[config.mk]
export PLATFORM = sky130hd
export DESIGN_NAME = ctr_steal_sched
export DESIGN_NICKNAME = d
export VERILOG_FILES = /design/src/rtl/ctr_steal_sched.sv
export SDC_FILE = /design/constraint.sdc
export NUM_CORES = 1
export LEC_CHECK = 0
export BUFFER_PORTS_ARGS = -buffer_cell sky130_fd_sc_hd__buf_2
export CORE_MARGIN = 4
export CORE_UTILIZATION = 35
export CTS_BUF_LIST = sky130_fd_sc_hd__clkbuf_2 sky130_fd_sc_hd__clkbuf_4 sky130_fd_sc_hd__clkbuf_8
export DETAILED_ROUTE_END_ITERATION = 6
export SLEW_MARGIN = 20
export SYNTH_ARGS = -nofsm -noshare
export SYNTH_HDL_FRONTEND = slang
export SYNTH_SLANG_ARGS = --single-unit
[constraint.sdc]
create_clock -name clock -period 2.3 [get_ports clock]
set_input_delay 0.46 -clock clock [delete_from_list [all_inputs] [get_ports clock]]
set_output_delay 0.46 -clock clock [all_outputs]
set_load 0.02 [all_outputs]
[src/rtl/ctr_steal_sched.sv]
// ---------------------------------------------------------------------------
// ctr_steal_sched
//   Schedules involuntary counter-increment cycles (PINC/MINC) that steal the
//   shared erasable-memory/ALU datapath from the instruction decoder between
//   instructions. Increment pulses are held in per-counter saturating pending
//   counts (P and M, 2 bits each), arbitrated by fixed priority (lowest index,
//   P before M), issued one per instruction boundary and retired on the
//   datapath's done strobe.
//
// Build option:
//   CTR_CASCADE_EN  when defined, an overflow of counter i < NUM_CTR-1 raises
//                   a pending request in the same direction on counter i+1
//                   instead of pulsing ovf_pulse. Top-counter overflow pulses.
//
// Ports:
//   clock        in   single clock, rising edge
//   rst_l        in   asynchronous active-low reset
//   inc_p/inc_m  in   [NUM_CTR] 1-cycle PINC/MINC request pulses
//   instr_bound  in   decoder at an instruction boundary
//   seq_hold     in   decoder mid-sequence, no steal allowed
//   steal_done   in   datapath wrote the stolen counter update
//   steal_ovf    in   counter overflowed (qualified by steal_done)
//   lost_clr     in   clears inc_lost
//   steal        out  steal cycle in progress, decoder holds fetch
//   steal_addr   out  [12] erasable address of the counter being updated
//   steal_minc   out  0 = PINC, 1 = MINC
//   ovf_pulse    out  1-cycle overflow report
//   ovf_idx      out  [4] counter index for ovf_pulse
//   inc_lost     out  sticky: request arrived on a saturated pending count
// ---------------------------------------------------------------------------
module ctr_steal_sched #(
    parameter int unsigned NUM_CTR  = 4,
    parameter logic [11:0] CTR_BASE = 12'o24
) (
    input  logic               clock,
    input  logic               rst_l,
    input  logic [NUM_CTR-1:0] inc_p,
    input  logic [NUM_CTR-1:0] inc_m,
    input  logic               instr_bound,
    input  logic               seq_hold,
    input  logic               steal_done,
    input  logic               steal_ovf,
    input  logic               lost_clr,
    output logic               steal,
    output logic [11:0]        steal_addr,
    output logic               steal_minc,
    output logic               ovf_pulse,
    output logic [3:0]         ovf_idx,
    output logic               inc_lost
);

    typedef enum logic [1:0] {
        ST_IDLE    = 2'd0,
        ST_STEAL   = 2'd1,
        ST_RECOVER = 2'd2
    } state_t;

    // Saturating pending-count update; returns {lost, next_count}.
    function automatic logic [2:0] f_pend_next(input logic [1:0] cur,
                                               input logic       inc_a,
                                               input logic       inc_b,
                                               input logic       dec);
        logic [2:0] sum;
        sum = {1'b0, cur} + {2'b00, inc_a} + {2'b00, inc_b} - {2'b00, dec};
        if (sum > 3'd3) begin
            return 3'b111;
        end else begin
            return {1'b0, sum[1:0]};
        end
    endfunction

    state_t       r_state;
    logic [1:0]   r_pend_p [NUM_CTR];
    logic [1:0]   r_pend_m [NUM_CTR];
    logic [3:0]   r_idx;
    logic         r_dir;
    logic         r_steal;
    logic [11:0]  r_steal_addr;
    logic         r_steal_minc;
    logic         r_ovf_pulse;
    logic [3:0]   r_ovf_idx;
    logic         r_inc_lost;

    logic         w_any;
    logic [3:0]   w_win_idx;
    logic         w_win_dir;
    logic         w_launch;
    logic         w_retire;
    logic         w_ovf_ev;
    logic         w_ovf_rpt;
    logic         w_lost;
    logic [NUM_CTR-1:0] w_cas_p;
    logic [NUM_CTR-1:0] w_cas_m;
    logic [2:0]   w_np_p [NUM_CTR];
    logic [2:0]   w_np_m [NUM_CTR];

    assign w_retire = (r_state == ST_STEAL) && steal_done;
    assign w_ovf_ev = w_retire && steal_ovf;
    assign w_launch = instr_bound && !seq_hold && w_any;

`ifdef CTR_CASCADE_EN
    // Only the top counter reports overflow; lower ones carry into i+1.
    assign w_ovf_rpt = w_ovf_ev && (r_idx == 4'(NUM_CTR - 1));
`else
    assign w_ovf_rpt = w_ovf_ev;
`endif

    // Fixed-priority arbiter: scan high to low so the lowest index wins.
    always_comb begin
        w_any     = 1'b0;
        w_win_idx = 4'd0;
        w_win_dir = 1'b0;
        for (int i = int'(NUM_CTR) - 1; i >= 0; i--) begin
            logic v_hit;
            v_hit     = (r_pend_p[i] != 2'd0) || (r_pend_m[i] != 2'd0);
            w_any     = w_any | v_hit;
            w_win_idx = v_hit ? 4'(i) : w_win_idx;
            w_win_dir = v_hit ? (r_pend_p[i] == 2'd0) : w_win_dir;
        end
    end

    // Overflow carry requests into the next counter (empty when cascade is off).
    always_comb begin
        w_cas_p = {NUM_CTR{1'b0}};
        w_cas_m = {NUM_CTR{1'b0}};
`ifdef CTR_CASCADE_EN
        for (int i = 1; i < int'(NUM_CTR); i++) begin
            w_cas_p[i] = w_ovf_ev && (r_idx == 4'(i - 1)) && !r_dir;
            w_cas_m[i] = w_ovf_ev && (r_idx == 4'(i - 1)) && r_dir;
        end
`endif
    end

    // Next pending counts: new pulses and carries add, retirement of the latched count subtracts.
    always_comb begin
        w_lost = 1'b0;
        for (int i = 0; i < int'(NUM_CTR); i++) begin
            w_np_p[i] = f_pend_next(r_pend_p[i], inc_p[i], w_cas_p[i],
                                    w_retire && (r_idx == 4'(i)) && !r_dir);
            w_np_m[i] = f_pend_next(r_pend_m[i], inc_m[i], w_cas_m[i],
                                    w_retire && (r_idx == 4'(i)) && r_dir);
            w_lost    = w_lost | w_np_p[i][2] | w_np_m[i][2];
        end
    end

    // Pending-count registers.
    always_ff @(posedge clock or negedge rst_l) begin
        if (!rst_l) begin
            for (int i = 0; i < int'(NUM_CTR); i++) begin
                r_pend_p[i] <= 2'd0;
                r_pend_m[i] <= 2'd0;
            end
        end else begin
            for (int i = 0; i < int'(NUM_CTR); i++) begin
                r_pend_p[i] <= w_np_p[i][1:0];
                r_pend_m[i] <= w_np_m[i][1:0];
            end
        end
    end

    // Sticky lost-request flag; a new loss wins over a simultaneous clear.
    always_ff @(posedge clock or negedge rst_l) begin
        if (!rst_l) begin
            r_inc_lost <= 1'b0;
        end else if (w_lost) begin
            r_inc_lost <= 1'b1;
        end else if (lost_clr) begin
            r_inc_lost <= 1'b0;
        end else begin
            r_inc_lost <= r_inc_lost;
        end
    end

    // Steal FSM with registered outputs. RECOVER may launch the next steal
    // directly so back-to-back steals are separated by exactly one idle cycle.
    always_ff @(posedge clock or negedge rst_l) begin
        if (!rst_l) begin
            r_state      <= ST_IDLE;
            r_idx        <= 4'd0;
            r_dir        <= 1'b0;
            r_steal      <= 1'b0;
            r_steal_addr <= 12'd0;
            r_steal_minc <= 1'b0;
            r_ovf_pulse  <= 1'b0;
            r_ovf_idx    <= 4'd0;
        end else begin
            case (r_state)
                ST_IDLE, ST_RECOVER: begin
                    r_ovf_pulse <= 1'b0;
                    if (w_launch) begin
                        r_state      <= ST_STEAL;
                        r_idx        <= w_win_idx;
                        r_dir        <= w_win_dir;
                        r_steal      <= 1'b1;
                        r_steal_addr <= CTR_BASE + {8'd0, w_win_idx};
                        r_steal_minc <= w_win_dir;
                    end else begin
                        r_state <= ST_IDLE;
                    end
                end
                ST_STEAL: begin
                    if (steal_done) begin
                        r_state     <= ST_RECOVER;
                        r_steal     <= 1'b0;
                        r_ovf_pulse <= w_ovf_rpt;
                        r_ovf_idx   <= w_ovf_rpt ? r_idx : r_ovf_idx;
                    end else begin
                        r_state <= ST_STEAL;
                    end
                end
                default: begin
                    r_state     <= ST_IDLE;
                    r_steal     <= 1'b0;
                    r_ovf_pulse <= 1'b0;
                end
            endcase
        end
    end

    assign steal      = r_steal;
    assign steal_addr = r_steal_addr;
    assign steal_minc = r_steal_minc;
    assign ovf_pulse  = r_ovf_pulse;
    assign ovf_idx    = r_ovf_idx;
    assign inc_lost   = r_inc_lost;

endmodule

# Word-level counts from Yosys, hierarchy flattened
# Cells that the tools add are included.
dict set report totals {
  ff_bits 42
  input_bits 15
}
dict set report op_classes {
  eq_ne 7
  n_addsub 17
  muxes 26
  n_reduce_logical 41
  order_cmp 8
  bitwise_logic 10
}
# operator n
set ops {}
lappend ops {{adder 2 x 1 -> 3 bit} 8}
lappend ops {{> comparator 3 x 2 -> 1 bit, second input constant} 8}
lappend ops {{two-way mux 3 bit} 8}
lappend ops {{subtractor 3 x 1 -> 3 bit} 8}
lappend ops {{nonzero test 2 bit} 9}
lappend ops {{logical AND 1 bit} 16}
lappend ops {{two-way mux 1 bit} 11}
lappend ops {{zero test 2 bit} 5}
lappend ops {{two-way mux 2 bit} 5}
lappend ops {{bitwise OR 1 bit} 10}
lappend ops {{== test 4 x 2 -> 1 bit, second input constant} 2}
lappend ops {{adder 5 x 2 -> 6 bit, first input constant} 1}
lappend ops {{== test 4 x 1 -> 1 bit, second input constant} 1}
lappend ops {{zero test 4 bit} 1}
lappend ops {{logical OR 1 bit} 4}
lappend ops {{inequality test 2 bit, second input constant} 2}
lappend ops {{case mux 2 bit (2 select lines)} 1}
lappend ops {{AND reduction 2 bit} 2}
lappend ops {{AND reduction 3 bit} 1}
lappend ops {{== test 2 x 1 -> 1 bit, second input constant} 1}
lappend ops {{== test 2 bit, second input constant} 1}
lappend ops {{zero test 1 bit} 2}
lappend ops {{case mux 1 bit (2 select lines)} 1}
lappend ops {{OR reduction 2 bit} 1}

# Logic depth before layout (Yosys ltp)
dict set report depth {
  word_depth 15
  depth_mapped 13
  mapped_depth_nobuf 13
}

# Least setup slack after synthesis
# OpenSTA, ideal clock, no wires.
dict set report synth_timing {
  kind {input-to-reg}
  start {input steal_done}
  end {register r_inc_lost (netlist: inc_lost)}
  stages 12
  required_ns 2.160
  arrival_ns 2.327
  setup_ns 0.140
  path_buffers 0
  path_slack_ns -0.167
  cell_sequence {inv_1 or3_1 nor2_1 ha_1 inv_1 ha_1 inv_1 fa_1 xnor2_1 nand4_1 nor2_1 nand4_1}
}
dict set report synth_between {
  elab_chain_cells 14
}
# item line
set synth_rtl {}
lappend synth_rtl {{start: declaration} 41} ;# input logic steal_done,
lappend synth_rtl {{logical AND 1 bit (*)} 97} ;# assign w_retire = (r_state == ST_STEAL) && steal_done;
lappend synth_rtl {{logical AND 1 bit} {139, 141}}
lappend synth_rtl {{logical AND 1 bit (on tied branches)} {139, 141}}
lappend synth_rtl {{subtractor 3 x 1 -> 3 bit} 64} ;# sum = {1'b0, cur} + {2'b00, inc_a} + {2'b00, inc_b} - {2'b00, dec};
lappend synth_rtl {{> comparator 3 x 2 -> 1 bit} 65} ;# if (sum > 3'd3) begin
lappend synth_rtl {{two-way mux 3 bit} 65}
lappend synth_rtl {{bitwise OR 1 bit (6 in series)} 142} ;# w_lost = w_lost | w_np_p[i][2] | w_np_m[i][2];
lappend synth_rtl {{bitwise OR 1 bit (*)} 142}
lappend synth_rtl {{two-way mux 1 bit or nonzero test 2 bit (tied branches)} n/a}
lappend synth_rtl {{end signal: assignment} 170} ;# r_inc_lost <= r_inc_lost;
lappend synth_rtl {{end: declaration} 82} ;# logic r_inc_lost;
# Every way passes the cells marked *; elsewhere a longest branch is shown, timed or not.
# A chain may end at the register's enable or synchronous reset.

# Worst setup path after layout
dict set report layout_timing {
  start {register r_state[1]}
  end {register r_inc_lost (netlist: inc_lost)}
}
dict set report layout_between {
  elab_chain_cells 15
}
# item line
set layout_rtl {}
lappend layout_rtl {{start: declaration} 72} ;# state_t r_state;
lappend layout_rtl {{start signal: assignment} 178} ;# r_state <= ST_IDLE;
lappend layout_rtl {{start signal: assignment} 191} ;# r_state <= ST_STEAL;
lappend layout_rtl {{start signal: assignment} 198} ;# r_state <= ST_IDLE;
lappend layout_rtl {{== test 2 x 1 -> 1 bit (*)} 97}
lappend layout_rtl {{logical AND 1 bit (*)} 97}
lappend layout_rtl {{logical AND 1 bit} {139, 141}}
lappend layout_rtl {{logical AND 1 bit (on tied branches)} {139, 141}}
lappend layout_rtl {{subtractor 3 x 1 -> 3 bit} 64}
lappend layout_rtl {{> comparator 3 x 2 -> 1 bit} 65}
lappend layout_rtl {{two-way mux 3 bit} 65}
lappend layout_rtl {{bitwise OR 1 bit (6 in series)} 142}
lappend layout_rtl {{bitwise OR 1 bit (*)} 142}
lappend layout_rtl {{two-way mux 1 bit or nonzero test 2 bit (tied branches)} n/a}
# Marks and branches as above.

==> flow_metrics.env <==
export IMPL_power_density_nw_per_um2=932
export IMPL_async_flop_share=1.00
export IMPL_core_area_um2=4790
export IMPL_track_usage=0.122
export IMPL_grt_max_degree=28
export IMPL_met1Wirelength_mm=1.71
export IMPL_synth_edf_count=0
export IMPL_numCtsBuffers=3
export IMPL_pre_cts_slack_ns=-0.419
export IMPL_grt_pass1_wl_mm=5.87
export IMPL_drive_gt1_frac=0.423
export IMPL_port_buffers=24
export IMPL_r2r_start="r_state[1]$_DFF_PN0_"
export IMPL_vias=1232
export IMPL_start_util=0.366
export IMPL_dr_wl_met2_mm=1.58
export IMPL_multi_input_area_um2=1130
export IMPL_cts_root_buf="clkbuf_8"
export IMPL_cts_sink_count=27
export IMPL_register_area_um2=676
export IMPL_rsz0062_at_grt="true"
export IMPL_hpwl_mm=2.68
export IMPL_dr_wl_met3_um=194
export IMPL_irDropWorstVdd_mv=0.483
export IMPL_setup_viol=7
export IMPL_grt_pass1_vias=1254
export IMPL_ys_flop_type="dfrtp_1"
export IMPL_dr_pass1_iters=4
export IMPL_finClkSkew_ns=0.00214
export IMPL_clk_latency_ns=0.28
export IMPL_worstSetupStartpoint="r_state[1]$_DFF_PN0_"
export IMPL_io_pin_count=35
export IMPL_cp_arrival_ns=2.63
export IMPL_dieArea_um2=6200
export IMPL_place_congestion=0.738
export IMPL_fin_nets=255
export IMPL_reg2reg_setup_slack_ns=-0.17
export IMPL_layout_commonest_cell="dfrtp_1"
export IMPL_antenna_cells=0
export IMPL_nFillCells=457
export IMPL_synth_warning_count=0
export IMPL_whs_ns=0.184
export IMPL_antenna_found_initial=0
export IMPL_start_kind="flip-flop"
export IMPL_route_detailed_drc=0
export IMPL_yosysSeqAreaShare=0.385
export IMPL_worst_slew_pin_slew_ns=0.623
export IMPL_finalWorstSetupSlack_ns=-0.169
export IMPL_grt_ovfl_total=0
export IMPL_wl_per_cell_um=12.4
export IMPL_drt_iter0_drc=54
export IMPL_setup_worst_path_class="flip-flop to flip-flop"
export IMPL_cts_htree_levels=1
export IMPL_post_route_period_util=1.07
export IMPL_syn_avg_cell_area_um2=10.3
export IMPL_fmax_mhz=405
export IMPL_synthCells=171
export IMPL_synth_seq_cells=27
export IMPL_layout_common_cells="dfrtp_1, inv_1, buf_2"
export IMPL_topRoutingLayerUsed="met3"
export IMPL_relSlewSlack=0.584
export IMPL_ys_types=29
export IMPL_hold_violations=0
export IMPL_die_x_um=78.8
export IMPL_synthToLayoutAreaGrowth_pct=31.8
export IMPL_crit_required_ns=2.46
export IMPL_syn_cell_area_um2=1750
export IMPL_cp_end_kind="flip-flop"
export IMPL_worstRegToRegCells=12
export IMPL_cts_max_path_buffers=2
export IMPL_worstHoldPathType="input pin to async pin"
export IMPL_rows=25
export IMPL_slew_violations=0
export IMPL_violations="negative setup slack"
export IMPL_fp_dieH_um=78.8
export IMPL_routed_wirelength_mm=3.49
export IMPL_via_per_inst=4.37
export IMPL_clk_pin_slew_ns=0.10
export IMPL_cts_tree="yes"
export IMPL_period_minus_slack_ns=2.47
export IMPL_drtAntennaViolNets=0
export IMPL_p_leak_nw=1.08
export IMPL_maxCapViolCount=0
export IMPL_r2r_end="inc_lost$_DFFE_PN0P_"
export IMPL_status="complete, but fails checks"
export IMPL_cp_max_fo=4
kinds of logic after synthesis:
kind of cell | synth area share
flops | 0.385
simple gates | 0.191
compound gates | 0.0478
buf+inv | 0.109
mux | 0.0186
other cells | 0.00214
xor+xnor | 0.0400
fa+ha+maj | 0.206
registers in the layout, summed over array words and instances (netlist names):
| signal | cells |
|---|---|
| inc_lost | 1 |
| ovf_idx | 2 |
| ovf_pulse | 1 |
| r_idx | 1 |
| r_pend_m | 8 |
| r_pend_p | 8 |
| r_state | 2 |
| steal | 1 |
| steal_addr | 2 |
| steal_minc | 1 |
power breakdown:
| part | leakage (nW) | internal [mW] | switching, mW | total (mW) |
|---|---|---|---|---|
| Combinational | 0.765 | 0.535 | 0.501 | 1.04 |
| Clock | 0.0255 | 0.122 | 0.158 | 0.280 |
| Sequential | 0.293 | 0.618 | 0.217 | 0.836 |
cell type report:
cell class / count / share of cell area
multi-input cells: 113 / 0.488
flip-flops and latches: 27 / 0.293
repair buffers: 42 / 0.115
inverters: 29 / 0.0482
well taps: 67 / 0.0363
clock buffers: 3 / 0.0179
clock inverters: 1 / 0.00217
worst max-delay path by stage:
stage,end
2_1_floorplan,inc_lost$_DFFE_PN0P_
3_3_place_gp,inc_lost$_DFFE_PN0P_
3_5_place_dp,inc_lost$_DFFE_PN0P_
4_1_cts,inc_lost$_DFFE_PN0P_
5_1_grt,inc_lost$_DFFE_PN0P_
6_report,inc_lost$_DFFE_PN0P_
layer usage:
layer / vias to the layer above / track usage
li1: 612 / -
met1: 588 / 0.173
met2: 32 / 0.195
met3: 0 / 0.0317
met4: 0 / 0.0105
met5: - / 0
worst max-delay path, stage by stage (launching register included):
cell and delay, ns:
dfrtp_1 0.39, nand2b_4 0.16, or3_4 0.39, nor2_4 0.12, ha_4 0.22, inv_4 0.05, ha_4 0.12, inv_2 0.03
fa_2 0.35, xnor2_2 0.16, nand4_1 0.13, nor2_1 0.12, nand4_1 0.10
Yosys cell counts (all sizes together), types with 2 or more instances:
cell     n  share of area
xor2     2          0.010
inv     29          0.062
mux2     2          0.013
nand2   14          0.033
xnor2    6          0.030
buf     11          0.047
dfrtp   27           0.39
a21oi    5          0.014
ha      16           0.11
o31ai    2         0.0086
fa       8          0.091
nand2b  14          0.050
o21ai    5          0.016
nor4     5          0.047
nand4    3          0.011
nor2    14          0.031
nor3     2         0.0057
stage by stage:
| stage | power, mW | area [um^2] | cells | utilization | TNS (ns) |
|---|---|---|---|---|---|
| 2_1_floorplan | 1.35 | 1800 | 180 | - | -0.0564 |
| 3_3_place_gp | 1.63 | 2010 | 272 | 0.421 | -2.44 |
| 3_5_place_dp | 1.66 | 2010 | 272 | 0.421 | -2.68 |
| 4_1_cts | 2.06 | 2140 | 279 | 0.448 | -0.579 |
| 5_1_grt | 2.35 | 2310 | 282 | 0.483 | -1.75 |
| 6_report | 2.15 | 2310 | 282 | 0.483 | -0.666 |
what timing repair did:
action                                  CTS  global route
buffers inserted                          3             4
gates resized for setup                  12            32
endpoints found under the setup margin   15            17
hold buffers                              0             0
pin swaps                                 1            16
No activity file was read; power rests on OpenSTA's default activity.
